==> config.mk <==
export PLATFORM = sky130hd
export DESIGN_NAME = mem_port_arbiter
export DESIGN_NICKNAME = d
export VERILOG_FILES = /design/src/rtl/mem_port_arbiter.sv
export SDC_FILE = /design/constraint.sdc
export NUM_CORES = 1
export LEC_CHECK = 0
export CORE_MARGIN = 2
export CORE_UTILIZATION = 39
export DETAILED_ROUTE_END_ITERATION = 8
export PLACE_DENSITY = 0.79
export SLEW_MARGIN = 20
export SYNTH_ARGS = -nofsm -noshare
export SYNTH_HDL_FRONTEND = slang
export SYNTH_SLANG_ARGS = --single-unit
==> constraint.sdc <==
create_clock -name clk -period 1.8 [get_ports clk]
set_input_delay 0.27 -clock clk [delete_from_list [all_inputs] [get_ports clk]]
set_output_delay 0.27 -clock clk [all_outputs]
set_load 0.005 [all_outputs]
==> src/rtl/mem_port_arbiter.sv <==
// Arbitrates the single-port data RAM between instruction fetch and the memory stage.
// Define MEM_ARB_STATS_EN to add the grant and stall statistics counters.
module mem_port_arbiter #(
    parameter int unsigned RAM_LAT    = 2,
    parameter int unsigned STARVE_MAX = 3
) (
    input  logic        clk,
    input  logic        reset,
    input  logic        f_req,
    input  logic [31:0] f_addr,
    output logic [31:0] f_rdata,
    output logic        f_done,
    input  logic        d_req,
    input  logic        d_rw,
    input  logic [31:0] d_addr,
    input  logic [31:0] d_wdata,
    output logic [31:0] d_rdata,
    output logic        d_done,
    output logic        ram_en,
    output logic        ram_rw,
    output logic [31:0] ram_addr,
    output logic [31:0] ram_wdata,
    input  logic [31:0] ram_rdata,
    output logic        busy
`ifdef MEM_ARB_STATS_EN
    ,
    output logic [15:0] f_grant_cnt,
    output logic [15:0] d_grant_cnt,
    output logic [15:0] stall_cnt
`endif
);

    typedef enum logic [1:0] {
        ST_IDLE,
        ST_ACCESS,
        ST_DONE
    } state_t;

    typedef enum logic [1:0] {
        OWN_NONE,
        OWN_F,
        OWN_D
    } owner_t;

    localparam logic [3:0] LAT_LOAD   = 4'(RAM_LAT - 1);
    localparam logic [3:0] STARVE_LIM = 4'(STARVE_MAX);

    state_t      state_q;
    owner_t      owner_q;
    logic [3:0]  wait_q;
    logic [3:0]  starve_q;
    logic [31:0] f_rdata_q;
    logic [31:0] d_rdata_q;
    logic        f_done_q;
    logic        d_done_q;
    logic        ram_en_q;
    logic        ram_rw_q;
    logic [31:0] ram_addr_q;
    logic [31:0] ram_wdata_q;
    logic        busy_q;

    logic starve_force;
    logic grant_f;
    logic grant_d;

    // A starved fetch beats data only when forcing is enabled and the limit is reached.
    assign starve_force = (STARVE_MAX != 0) && (starve_q == STARVE_LIM);
    assign grant_f      = (state_q == ST_IDLE) && f_req && (!d_req || starve_force);
    assign grant_d      = (state_q == ST_IDLE) && d_req && !grant_f;

    always_ff @(posedge clk) begin
        // NOTE: sequential state uses non-blocking assignments only; the synchronous reset branch comes first so every register, including the rdata holders, starts defined.
        if (reset) begin
            state_q     <= ST_IDLE;
            owner_q     <= OWN_NONE;
            wait_q      <= 4'd0;
            starve_q    <= 4'd0;
            f_rdata_q   <= 32'd0;
            d_rdata_q   <= 32'd0;
            f_done_q    <= 1'b0;
            d_done_q    <= 1'b0;
            ram_en_q    <= 1'b0;
            ram_rw_q    <= 1'b1;
            ram_addr_q  <= 32'd0;
            ram_wdata_q <= 32'd0;
            busy_q      <= 1'b0;
        end else begin
            f_done_q <= 1'b0;
            d_done_q <= 1'b0;
            case (state_q)
                ST_IDLE: begin
                    if (grant_f) begin
                        state_q    <= ST_ACCESS;
                        owner_q    <= OWN_F;
                        wait_q     <= LAT_LOAD;
                        ram_en_q   <= 1'b1;
                        ram_rw_q   <= 1'b1;
                        ram_addr_q <= f_addr;
                        busy_q     <= 1'b1;
                        starve_q   <= 4'd0;
                    end else if (grant_d) begin
                        state_q     <= ST_ACCESS;
                        owner_q     <= OWN_D;
                        wait_q      <= LAT_LOAD;
                        ram_en_q    <= 1'b1;
                        ram_rw_q    <= d_rw;
                        ram_addr_q  <= d_addr;
                        ram_wdata_q <= d_wdata;
                        busy_q      <= 1'b1;
                        if (!f_req) begin
                            starve_q <= 4'd0;
                        end else if (starve_q != 4'hF) begin
                            starve_q <= starve_q + 4'd1;
                        end
                    end else if (!f_req) begin
                        starve_q <= 4'd0;
                    end
                end
                ST_ACCESS: begin
                    if (wait_q == 4'd0) begin
                        state_q  <= ST_DONE;
                        ram_en_q <= 1'b0;
                        ram_rw_q <= 1'b1;
                        if (owner_q == OWN_F) begin
                            f_rdata_q <= ram_rdata;
                            f_done_q  <= 1'b1;
                        end else begin
                            if (ram_rw_q) begin
                                d_rdata_q <= ram_rdata;
                            end
                            d_done_q <= 1'b1;
                        end
                    end else begin
                        wait_q <= wait_q - 4'd1;
                    end
                end
                ST_DONE: begin
                    state_q <= ST_IDLE;
                    owner_q <= OWN_NONE;
                    busy_q  <= 1'b0;
                end
                default: begin
                    state_q <= ST_IDLE;
                    owner_q <= OWN_NONE;
                    busy_q  <= 1'b0;
                end
            endcase
        end
    end

    assign f_rdata   = f_rdata_q;
    assign f_done    = f_done_q;
    assign d_rdata   = d_rdata_q;
    assign d_done    = d_done_q;
    assign ram_en    = ram_en_q;
    assign ram_rw    = ram_rw_q;
    assign ram_addr  = ram_addr_q;
    assign ram_wdata = ram_wdata_q;
    assign busy      = busy_q;

`ifdef MEM_ARB_STATS_EN
    logic [15:0] f_grant_cnt_q;
    logic [15:0] d_grant_cnt_q;
    logic [15:0] stall_cnt_q;
    logic        waiting;

    // One stall per cycle in which any requester is pending without owning the RAM.
    assign waiting = (f_req && (owner_q != OWN_F)) || (d_req && (owner_q != OWN_D));

    always_ff @(posedge clk) begin
        if (reset) begin
            f_grant_cnt_q <= 16'd0;
            d_grant_cnt_q <= 16'd0;
            stall_cnt_q   <= 16'd0;
        end else begin
            if (grant_f) begin
                f_grant_cnt_q <= f_grant_cnt_q + 16'd1;
            end
            if (grant_d) begin
                d_grant_cnt_q <= d_grant_cnt_q + 16'd1;
            end
            if (waiting) begin
                stall_cnt_q <= stall_cnt_q + 16'd1;
            end
        end
    end

    assign f_grant_cnt = f_grant_cnt_q;
    assign d_grant_cnt = d_grant_cnt_q;
    assign stall_cnt   = stall_cnt_q;
`endif

endmodule

==> flow_summary.toml <==
[synthesis]
yosys-top-cells-count = "dfxtp_1, nand2b_1, a21oi_1, mux2i_1, clkbuf_1"
avgSynthCellArea_um2 = 9.16
syn_area_um2 = 6230
ys_ff_latch = 145
yosysWarnings = 0
ys_seq_area_frac = 0.466
synth_cell_types = 47
yosysMostFrequentCell = "dfxtp_1"
synth-edff-count = 0
syn-instance-count = 680
synth.area.top_cells = "dfxtp_1, mux2i_1, nand2b_1"
synth.largest_area_cell = "dfxtp_1"
synthFlopType = "dfxtp_1"
synth_nets = 816
async_reset_ff_frac = 0
netlist.area_leader.share = 0.466

[route]
ant_nets = 0
viasPerCell = 5.12
num_vias = 5993
drc_errors = 0
wl_per_cell_um = 16.3
dr.pass1.iters = 4
drtIter0Drc = 361
routed_wl_um = 19000

[floorplan]
ios = 266
row_count = 46
die_h_um = 130
initial_utilization = 0.395
die-width_um = 130
core_um2 = 15800
dieArea_um2 = 17000

[power_and_ir_drop]
design_power_total_uw = 9720
seqPwrFrac = 0.384
p_int_uw = 7120
combPwrFrac = 0.237
p_leak_uw = 0.00389
irDropWorstVdd_mv = 0.612
switchingPower_uw = 2600
power.density_nw_per_um2 = 957
pwr-share-clk = 0.379
swShare = 0.267

[timing]
max_freq_mhz = 568
slew_viol_final = 0
clock_skew_ns = 0.00777
period_needed_ns = 1.76
slew_headroom = 0.656
fin_crit_sh = 0.978
worstMarginPinSlew_ns = 0.516
whs_ns = 0.343
finalSetupViolCount = 0
worst_slack_ns = 0.0394
hold_violations = 0

[global_routing]
use_met1 = 0.242
track_usage = 0.206
grt_pass1_vias = 5608
busiest_layer = "met2"
grt_overflow = 0
grt_util_met2 = 0.346
antenna_found_initial = 0
grtUsageMet3 = 0.0782
grt_max_degree = 57
grt_pass1_wl_um = 27800

[place]
gp_congestion = 0.795
place_hpwl_um = 12400
numPortBuffers = 265
place_inst = 1132
dp_slack_ns = -0.129

[setup_path]
crit_slowest_cell = "or3b_4"
crit_arrival_ns = 2.05
cp-start-kind = "flop"
cp_cell_sequence = "ha_4 -> or3b_4 -> a211oi_4 -> buf_6 -> clkbuf_16 -> a2111oi_0"
worstSetupPathType = "reg2reg"
cp-end-kind = "flop"
reg2regPathDepth = 6
cp_max_fo = 16
max_stage_delay_ns = 0.40
cp.required_ns = 2.09

[layout]
layout-drive-gt1-share = 0.107
area_delta_synth_final_pct = 63.0
fin_cells = 1170
nNetsFinal = 1077
utilization = 0.644
fillers = 1302
antenna_cells = 0

[clocking]
cts_buffers = 17
clk_path_buf_depth = 2
h-tree-depth = 4
clock_latency_ns = 0.42
clk_pin_slew_ns = 0.06
cts_tree = "built"
clock_sinks = 145
root_buffer = "clkbuf_16"

[min_path]
worstHoldPathCells = 2
hp-class = "in2reg"

[status]
status = "finished, final reports clean"

[run]
cap_violations = 0
==> state kept, by name (all words and copies together) (netlist names) <==
name and count:
owner_q 2, d_rdata 32, busy 1, ram_addr 32, f_rdata 32, state_q 2
ram_rw 1, wait_q 4, ram_wdata 32, ram_en 1, d_done 1, starve_q 4
f_done 1
==> area by class of cell <==
class / instances / area, um^2 / share of cell area
Inverter: 38 / 143 / 0.0140
Clock inverter: 14 / 181 / 0.0179
Timing Repair Buffer: 307 / 3210 / 0.317
Tap cell: 216 / 270 / 0.0266
Multi-Input combinational cell: 432 / 3000 / 0.296
Sequential cell: 145 / 2910 / 0.286
Clock buffer: 18 / 439 / 0.0432
==> cell families after synthesis <==
family | Yosys count | share of synthesized area
simple gates | 205 | 0.197
compound gates | 159 | 0.157
flops | 145 | 0.466
buf+inv | 103 | 0.0701
mux | 64 | 0.103
fa+ha+maj | 3 | 0.00602
xor+xnor | 1 | 0.00141
==> power groups by stage <==
stage	registers, uW	logic [uW]	clock network (uW)
after global placement	3780	2180	0
after CTS	3720	2220	3760
after floorplan	3790	936	0
final	3730	2310	3680
after detailed placement	3790	2200	0
after global routing	3760	2510	3880
==> cells in the final DEF (no fill, tap or decap), types with 14 or more instances in the layout <==
master and n:
o21ai_0 36, buf_4 24, mux2i_1 63, dfxtp_1 143, a2111oi_0 16, nand2b_1 101
nand3_1 36, buf_12 14, inv_1 36, clkbuf_16 21, clkdlybuf4s50_1 264, nor3_1 35
a21oi_1 70
==> timing repair <==
item,CTS,global route
setup endpoints to repair,1,52
gates resized for setup,1,36
gates cloned,0,4
hold buffers,0,0
buffers inserted,0,2
endpoints found under the hold margin,0,0
pin swaps,0,3
==> through the flow <==
| step | instance area, um^2 | TNS [ns] |
|---|---|---|
| 2_1_floorplan | 6230 | 0 |
| 3_3_place_gp | 9300 | -0.275 |
| 3_5_place_dp | 9300 | -1.70 |
| 4_1_cts | 9920 | 0 |
| 5_1_grt | 10200 | -0.0565 |
| 6_report | 10200 | 0 |
==> routing by layer <==
metal	up-vias	routed length, um
met5	-	0
met2	207	9140
met4	0	334
li1	2911	-
met1	2850	7880
met3	25	1660
==> path summary, 6_finish.rpt <==
check / startpoint / slack (ns) / end
worst max-delay path: starve_q[1] / 0.04 / ram_addr[11]
worst max register to register: starve_q[1] / 0.04 / ram_addr[11]
worst min register to register: f_rdata[14] / 0.47 / f_rdata[14]
worst min-delay path: reset / 0.34 / starve_q[2]
==> critical path: cells and delay by family (launching register included) <==
kind / cells / cell delay, ns
buffers and inverters: 2 / 0.34
AOI/OAI and AO/OA: 2 / 0.34
adders and majority gates: 1 / 0.17
and+or+nand+nor: 1 / 0.40
DFF: 1 / 0.37
Note: power is estimated with default switching activity, not from simulation.
